$ cat src/rtl/uart_rx.sv
// uart_rx: 8N1 serial receiver with a small first-word-fall-through byte FIFO and sticky errors.
// Define UART_RX_PARITY_EN for 8E1 framing with a PARITY state and a sticky parity_err output.
module uart_rx #(
   parameter int CLK_HZ     = 50000000,
   parameter int BAUD       = 115200,
   parameter int FIFO_DEPTH = 4
) (
   input  logic                          clk,
   input  logic                          reset,
   input  logic                          rx,
   input  logic                          ren,
   output logic [7:0]                    rdata,
   output logic                          empty,
   output logic [$clog2(FIFO_DEPTH):0]   count,
   output logic                          frame_err,
   output logic                          overrun,
   input  logic                          err_clr
`ifdef UART_RX_PARITY_EN
   ,
   output logic                          parity_err
`endif
);

   localparam int CPB   = CLK_HZ / BAUD;
   localparam int CNT_W = $clog2(CPB);
   localparam int PTR_W = $clog2(FIFO_DEPTH);
   localparam logic [CNT_W-1:0] CNT_LAST = CNT_W'(CPB - 1);
   localparam logic [CNT_W-1:0] CNT_HALF = CNT_W'(CPB / 2 - 1);
   localparam logic [PTR_W:0]   DEPTH_V  = (PTR_W + 1)'(FIFO_DEPTH);

`ifdef UART_RX_PARITY_EN
   typedef enum logic [2:0] {IDLE, START, DATA, PARITY, STOP, WAIT_IDLE} state_t;
`else
   typedef enum logic [2:0] {IDLE, START, DATA, STOP, WAIT_IDLE} state_t;
`endif

   state_t           state, state_n;
   logic [1:0]       sync;
   logic             rxs;
   logic [CNT_W-1:0] cnt, cnt_n;
   logic [2:0]       idx, idx_n;
   logic [7:0]       shreg, shreg_n;
   logic             push, frame_set;
   logic [PTR_W:0]   wr_ptr, rd_ptr;
   logic [7:0]       mem [FIFO_DEPTH];
   logic             full, do_pop, do_push, overrun_set;
`ifdef UART_RX_PARITY_EN
   logic             par_bad, par_bad_n, parity_set;
`endif

   assign rxs = sync[1];

   always_ff @(posedge clk) begin
      if (reset) begin
         sync  <= 2'b11;
         state <= IDLE;
         cnt   <= '0;
         idx   <= '0;
         shreg <= '0;
`ifdef UART_RX_PARITY_EN
         par_bad <= 1'b0;
`endif
      end else begin
         // NOTE: sequential state uses non-blocking assignments so every flop samples pre-edge values.
         sync  <= {sync[0], rx};
         state <= state_n;
         cnt   <= cnt_n;
         idx   <= idx_n;
         shreg <= shreg_n;
`ifdef UART_RX_PARITY_EN
         par_bad <= par_bad_n;
`endif
      end
   end

   always_comb begin
      // NOTE: every output gets a default first so no path leaves a latch behind.
      state_n   = state;
      cnt_n     = cnt + 1'b1;
      idx_n     = idx;
      shreg_n   = shreg;
      push      = 1'b0;
      frame_set = 1'b0;
`ifdef UART_RX_PARITY_EN
      par_bad_n  = par_bad;
      parity_set = 1'b0;
`endif
      case (state)
         IDLE: begin
            cnt_n = '0;
`ifdef UART_RX_PARITY_EN
            par_bad_n = 1'b0;
`endif
            if (!rxs) state_n = START;
         end
         START: if (cnt == CNT_HALF) begin
            cnt_n   = '0;
            idx_n   = '0;
            state_n = rxs ? IDLE : DATA;
         end
         DATA: if (cnt == CNT_LAST) begin
            cnt_n   = '0;
            shreg_n = {rxs, shreg[7:1]};
            idx_n   = idx + 1'b1;
`ifdef UART_RX_PARITY_EN
            if (idx == 3'd7) state_n = PARITY;
`else
            if (idx == 3'd7) state_n = STOP;
`endif
         end
`ifdef UART_RX_PARITY_EN
         PARITY: if (cnt == CNT_LAST) begin
            cnt_n      = '0;
            par_bad_n  = ^{shreg, rxs};
            parity_set = ^{shreg, rxs};
            state_n    = STOP;
         end
`endif
         STOP: if (cnt == CNT_LAST) begin
            cnt_n = '0;
            if (rxs) begin
`ifdef UART_RX_PARITY_EN
               push = !par_bad;
`else
               push = 1'b1;
`endif
               state_n = IDLE;
            end else begin
               frame_set = 1'b1;
               state_n   = WAIT_IDLE;
            end
         end
         WAIT_IDLE: begin
            cnt_n = '0;
            if (rxs) state_n = IDLE;
         end
         default: state_n = IDLE;
      endcase
   end

   // A full FIFO still accepts a byte when the head is popped in the same cycle.
   assign count       = wr_ptr - rd_ptr;
   assign empty       = (count == '0);
   assign full        = (count == DEPTH_V);
   assign do_pop      = ren && !empty;
   assign do_push     = push && (!full || do_pop);
   assign overrun_set = push && full && !do_pop;
   assign rdata       = empty ? 8'h00 : mem[rd_ptr[PTR_W-1:0]];

   // NOTE: storage is deliberately not reset; rdata is masked while empty so stale entries never show.
   always_ff @(posedge clk) begin
      if (do_push) mem[wr_ptr[PTR_W-1:0]] <= shreg;
   end

   always_ff @(posedge clk) begin
      if (reset) begin
         wr_ptr    <= '0;
         rd_ptr    <= '0;
         frame_err <= 1'b0;
         overrun   <= 1'b0;
`ifdef UART_RX_PARITY_EN
         parity_err <= 1'b0;
`endif
      end else begin
         if (do_push) wr_ptr <= wr_ptr + 1'b1;
         if (do_pop)  rd_ptr <= rd_ptr + 1'b1;
         if (frame_set)        frame_err <= 1'b1;
         else if (err_clr)     frame_err <= 1'b0;
         if (overrun_set)      overrun <= 1'b1;
         else if (err_clr)     overrun <= 1'b0;
`ifdef UART_RX_PARITY_EN
         if (parity_set)       parity_err <= 1'b1;
         else if (err_clr)     parity_err <= 1'b0;
`endif
      end
   end

endmodule

$ cat config.mk
export PLATFORM = sky130hd
export DESIGN_NAME = uart_rx
export DESIGN_NICKNAME = d
export VERILOG_FILES = /design/src/rtl/uart_rx.sv
export SDC_FILE = /design/constraint.sdc
export NUM_CORES = 1
export LEC_CHECK = 0
export CORE_ASPECT_RATIO = 1.2
export CORE_MARGIN = 10
export CORE_UTILIZATION = 55
export CTS_BUF_LIST = sky130_fd_sc_hd__clkbuf_4 sky130_fd_sc_hd__clkbuf_8
export CTS_CLUSTER_SIZE = 40
export DETAILED_ROUTE_END_ITERATION = 6
export GPL_ROUTABILITY_DRIVEN = 0
export GPL_TIMING_DRIVEN = 0
export PLACE_DENSITY = 0.81
export SYNTH_ARGS = -nofsm -noshare
export SYNTH_HDL_FRONTEND = slang
export SYNTH_SLANG_ARGS = --single-unit
$ cat constraint.sdc
create_clock -name clk -period 2.4 [get_ports clk]
set_input_delay 0.36 -clock clk [delete_from_list [all_inputs] [get_ports clk]]
set_output_delay 0.36 -clock clk [all_outputs]
set_load 0.01 [all_outputs]
### Yosys cells after proc, flatten, opt, wreduce, memory -nomap -nowiden

Memories as Yosys holds them, arrays and structs flattened. A register that Yosys moved wholly into a read port is not among the register bits.
Index checks and enable logic that the tools add are counted.
Widths: inputs -> output; s select.

| word-level totals | value |
|---|---|
| word-level logic and storage cells | 76 |
| register bits | 33 |
| memories kept | 1 |
| bits in writable memories | 32 |

Memories:

| memory | depth | bits a word | read ports | clocked after Yosys merged registers in | wr ports | RTL line | RTL |
|---|---|---|---|---|---|---|---|
| mem | 4 | 8 | 1 | 1 | 1 | 45 | `logic [7:0] mem [FIFO_DEPTH];` |

| cells by class | value |
|---|---|
| mux-type cells | 29 |
| add/subtract/negate cells | 5 |
| equality and inequality tests | 14 |
| reduce and logical (&&, ||, !) cells | 18 |

Operators by type and width:

| operator | count |
|---|---|
| $mux 3 | 9 |
| $pmux 9 s3 | 1 |
| $mux 9 | 2 |
| $pmux 3 s5 | 1 |
| $ne 2x2->1 const B | 6 |
| $mux 1 | 11 |
| $add 3x1->3 const B | 3 |
| $add 9x1->9 const B | 1 |
| $eq 3x3->1 const B | 3 |
| $eq 9x8->1 const B | 1 |
| $eq 9x9->1 const B | 1 |
| $mux 8 | 1 |
| $eq 3x2->1 const B | 2 |
| $logic_not 3->1 | 2 |
| $mux 2 | 3 |
| $pmux 3 s2 | 1 |
| $reduce_and 6->1 | 1 |
| $reduce_bool 2->1 | 3 |
| $logic_and 1x1->1 | 4 |
| $reduce_or 2->1 | 2 |
| $eq 3x1->1 const B | 1 |
| $logic_not 1->1 | 3 |
| $reduce_and 3->1 | 1 |
| $sub 3x3->3 | 1 |
| other kinds (2) | 2 |

### Logic depth before layout (Yosys ltp)

| logic depth | value |
|---|---|
| depth in word-level cells | 8 |
| mapped depth | 7 |
| mapped depth without buffers | 7 |

### Least setup slack after synthesis

OpenSTA, ideal clock, no wires.

| path | value |
|---|---|
| kind | reg2reg |
| start point | register wr_ptr[0] |
| end point | memory mem[3][0], enable pin |
| stages on the path, launching flop included | 7 |
| arrival | 2.142 ns |
| path slack | -0.125 ns |
| buffers on the path | 0 |
| clock period less this slack | 2.525 ns |
| required time | 2.017 ns |
| setup time | 0.383 ns |
| path through | dfxtp_1 > inv_1 > ha_1 > fa_1 > xor3_1 > nor3b_1 > nor3_1 |

| between the ends | value |
|---|---|
| cells in the longest elaborated chain, start to end | 8 |

RTL lines:

| element | RTL line | RTL |
|---|---|---|
| start: declaration | 44 | `logic [PTR_W:0] wr_ptr, rd_ptr;` |
| start signal: assignment | 165 | `if (do_push) wr_ptr <= wr_ptr + 1'b1;` |
| $sub 3x3->3 * | 142 | `assign count = wr_ptr - rd_ptr;` |
| named net count[2] | 14 | `output logic [$clog2(FIFO_DEPTH):0] count,` |
| $logic_not 3->1 | 143 | `assign empty = (count == '0);` |
| $logic_not 1->1 | 145 | `assign do_pop = ren && !empty;` |
| $logic_and 1x1->1 | 145 |  |
| $logic_or 1x1->1 * | 146 | `assign do_push = push && (!full \|\| do_pop);` |
| $logic_and 1x1->1 * | 146 |  |
| $mux 1 * | 152 | `if (do_push) mem[wr_ptr[PTR_W-1:0]] <= shreg;` |
| $mux 1 (not written as such) * | 152 |  |
| end: declaration | 45 |  |

The timed path passes the listed nets; every way through them passes the cells marked *.

### Final worst setup path

| path | value |
|---|---|
| start point | register wr_ptr[0] |
| end point | output rdata[2] |

| between the ends | value |
|---|---|
| cells in the longest elaborated chain, start to end | 3 |

RTL lines:

| element | RTL line | RTL |
|---|---|---|
| $sub 3x3->3 | 142 |  |
| $logic_not 3->1 | 143 |  |
| $mux 8 | 148 | `assign rdata = empty ? 8'h00 : mem[rd_ptr[PTR_W-1:0]];` |
| end: declaration | 12 | `output logic [7:0] rdata,` |

Every way passes these cells.

==> results.yml <==
timing:
  slew-limit-headroom_pct: 63.5
  final-hold-violation-count: 0
  fin_skew_ns: 0.00598
  setup_viol: 6
  finalWorstSetupSlack_ns: -0.0436
  hold_ws_ns: 0.419
  drv_slew: 0
  worstMarginPinSlew_ns: 0.547
  clock.fmax_mhz: 409
  final.setup.tns_ns: -0.230
  rsz0062_at_grt: "true"
  fin_crit_sh_pct: 102
  min_period_ns: 2.44
routing:
  drc: 0
  wl_per_cell_um: 16.7
  vias: 1855
  dr.pass1.iters: 4
  detail-route-antenna-nets: 0
  routed_wl_um: 5590
  via_per_inst: 5.55
  drt_iter0_drc: 121
setup_path:
  crit_end: "rdata[2]"
  end_kind: "output port"
  critPathArrivalTime_ns: 2.08
  startpoint_type: "register"
  ff2ff_setup_slack_ns: 0.08
  reg2reg_depth: 6
  cp_max_fo: 5
  critPathLaunch: "wr_ptr[0]$_SDFFE_PP0P_"
  r2r_start: "wr_ptr[0]$_SDFFE_PP0P_"
  reg2reg_to: "mem[1][6]$_DFFE_PP_"
  cp.required_ns: 2.04
  path_class: "register to output port"
clocking:
  ctsHoldBuffers: 0
  numCtsBuffers: 9
  htree_levels: 3
  path_clk_slew_ns: 0.07
  root_buffer: "clkbuf_8"
  clk_path_buf_depth: 2
  clk_latency_ns: 0.34
  cts_tree: "yes"
  cts_sinks: 67
layout:
  multiInputGateArea_mm2: 0.00126
  area_growth_pct: 21.6
  fin_nets: 286
  drive_gt1_share_pct: 25.2
  final_cells: 334
  n_fill_cell: 355
  antennaDiodeCount: 0
  regArea_mm2: 0.00166
pwr:
  peakVddDrop_mv: 0.502
  cellPowerDensity_mw_per_mm2: 865
  power_leakage_uw: 0.00136
synth:
  synth_edf_count: 32
  synth_area_mm2: 0.00291
  async_flop_share_pct: 0
  ys_seq_area_share_pct: 57.0
  syn_inst: 232
  synthFlopType: "dfxtp_1"
  syn_avg_cell_area_um2: 12.6
  yosys_warnings: 0
  synth_nets: 249
  synth.distinct_cells: 44
  ys_ff_latch: 67
placed_design:
  pre_cts_ws_ns: -0.604
  port_buffers: 18
  post-dp-hpwl_um: 3750
  dp.cells: 310
worst_hold_path:
  hold_class: "register to register"
run_status:
  status: "complete, but fails checks"
  violations: "setup timing"
die:
  die_area_mm2: 0.00862
  fp.dieW_um: 86.4
  die_y_um: 99.7
  io_pins: 19
  start_util_pct: 57.7
  rows: 28
  design.core.area_mm2: 0.00504
grt:
  grt_pass1_wl_um: 8960
  grt_max_degree: 14
  grt.overflow.total: 0
  grt_pass1_vias: 1885
  antenna_found_initial: 0
  gr-usage-all-layers_pct: 13.4
run:
  drv_cap: 0
==> cell usage in the layout, fill, tap and decap left out, types with 5 or more instances in the layout <==
cell,netlist,final
mux2i_1,12,12
a21oi_1,7,7
clkbuf_8,0,9
inv_1,9,8
ha_1,11,10
dfxtp_1,35,33
nand2_1,8,7
nor3_1,6,5
nor2_1,31,30
buf_2,2,10
nor2b_1,11,10
clkdlybuf4s50_1,0,8
edfxtp_1,32,32
nand3_1,5,5
mux4_2,8,8
xnor2_1,5,5
==> worst min path at each step <==
stage	from	endpoint	slack (ns)	depth (start not counted)
floorplan	sync[0]$_SDFF_PP1_	sync[1]$_SDFF_PP1_	0.39	1
global placement	sync[0]$_SDFF_PP1_	sync[1]$_SDFF_PP1_	0.39	1
detailed placement	sync[0]$_SDFF_PP1_	sync[1]$_SDFF_PP1_	0.40	1
CTS	sync[0]$_SDFF_PP1_	sync[1]$_SDFF_PP1_	0.42	1
global route	sync[0]$_SDFF_PP1_	sync[1]$_SDFF_PP1_	0.43	1
finish	sync[0]$_SDFF_PP1_	sync[1]$_SDFF_PP1_	0.42	1
==> power breakdown <==
part | switching (µW) | internal, µW | leakage [µW]
Combinational | 330 | 354 | 0.000658
Sequential | 32.4 | 1200 | 0.000580
Clock | 445 | 698 | 0.000120
Total | 807 | 2260 | 0.00136
==> routing by layer <==
metal / GRT usage, % / vias up / share of wire (%)
met5: 0 / - / 0
met2: 24.6 / 35 / 56
met1: 13.5 / 905 / 39
met4: 5.24 / 0 / 1.0
li1: - / 907 / -
met3: 4.24 / 8 / 4.1
==> Yosys cell counts, drive strengths merged, types with 4 or more instances <==
cell type / n / share of area [%]
mux4: 8 / 6.2
nand2: 8 / 1.0
nor2: 31 / 4.0
edfxtp: 32 / 33
ha: 11 / 4.7
dfxtp: 35 / 24
nor3: 6 / 1.0
nor2b: 11 / 2.4
a21oi: 7 / 1.2
xor2: 4 / 1.2
and3: 4 / 0.86
o21ai: 4 / 0.82
nand3: 5 / 0.86
inv: 9 / 1.2
xnor2: 5 / 1.5
clkbuf: 5 / 0.64
mux2i: 12 / 4.1
==> kinds of logic after synthesis <==
kind of cell	synth area share [%]
and+or+nand+nor	17.5
xor gates and xnor gates	3.52
adders and majority gates	5.41
AOI/OAI and AO/OA	3.91
buffers and inverters	2.28
muxes	10.3
DFF	57.0
==> per-stage QoR <==
step           util (%)  total power [µW]  area, µm²
4_1_cts            69.4              3030       3500
3_5_place_dp       62.9              1800       3170
5_1_grt            70.2              3190       3540
6_report           70.2              3060       3540
2_1_floorplan         -              1540       2920
3_3_place_gp       62.9              1790       3170
==> final cells by class <==
| class | instances | share of cell area, % |
|---|---|---|
| Buffer | 7 | 0.813 |
| Clock buffer | 9 | 3.50 |
| Clock inverter | 7 | 3.50 |
| Inverter | 9 | 1.02 |
| Multi-Input combinational cell | 149 | 35.7 |
| Sequential cell | 67 | 47.0 |
| Tap cell | 60 | 2.12 |
| Timing Repair Buffer | 26 | 6.33 |
==> registers in the layout, indices dropped and copies added, names as in the netlist, named ones only <==
register / cells
rd_ptr: 3
wr_ptr: 3
cnt: 9
frame_err: 1
sync: 2
shreg: 8
idx: 3
overrun: 1
mem: 32
state: 3
==> timing repair <==
item,4_1_cts,5_1_grt
gates resized for setup,60,4
endpoints found under the hold margin,0,0
setup endpoints to repair,46,39
setup buffers,6,2
cloned,1,0
pin swaps,4,3
==> critical path: stages (launching register included) <==
cell and delay, ns:
dfxtp_2 0.35, inv_4 0.05, ha_4 0.15, fa_2 0.33, xor3_2 0.30, buf_6 0.15
nor2_4 0.19, nor2b_1 0.07, buf_2 0.14
(Power assumes the default switching activity.)
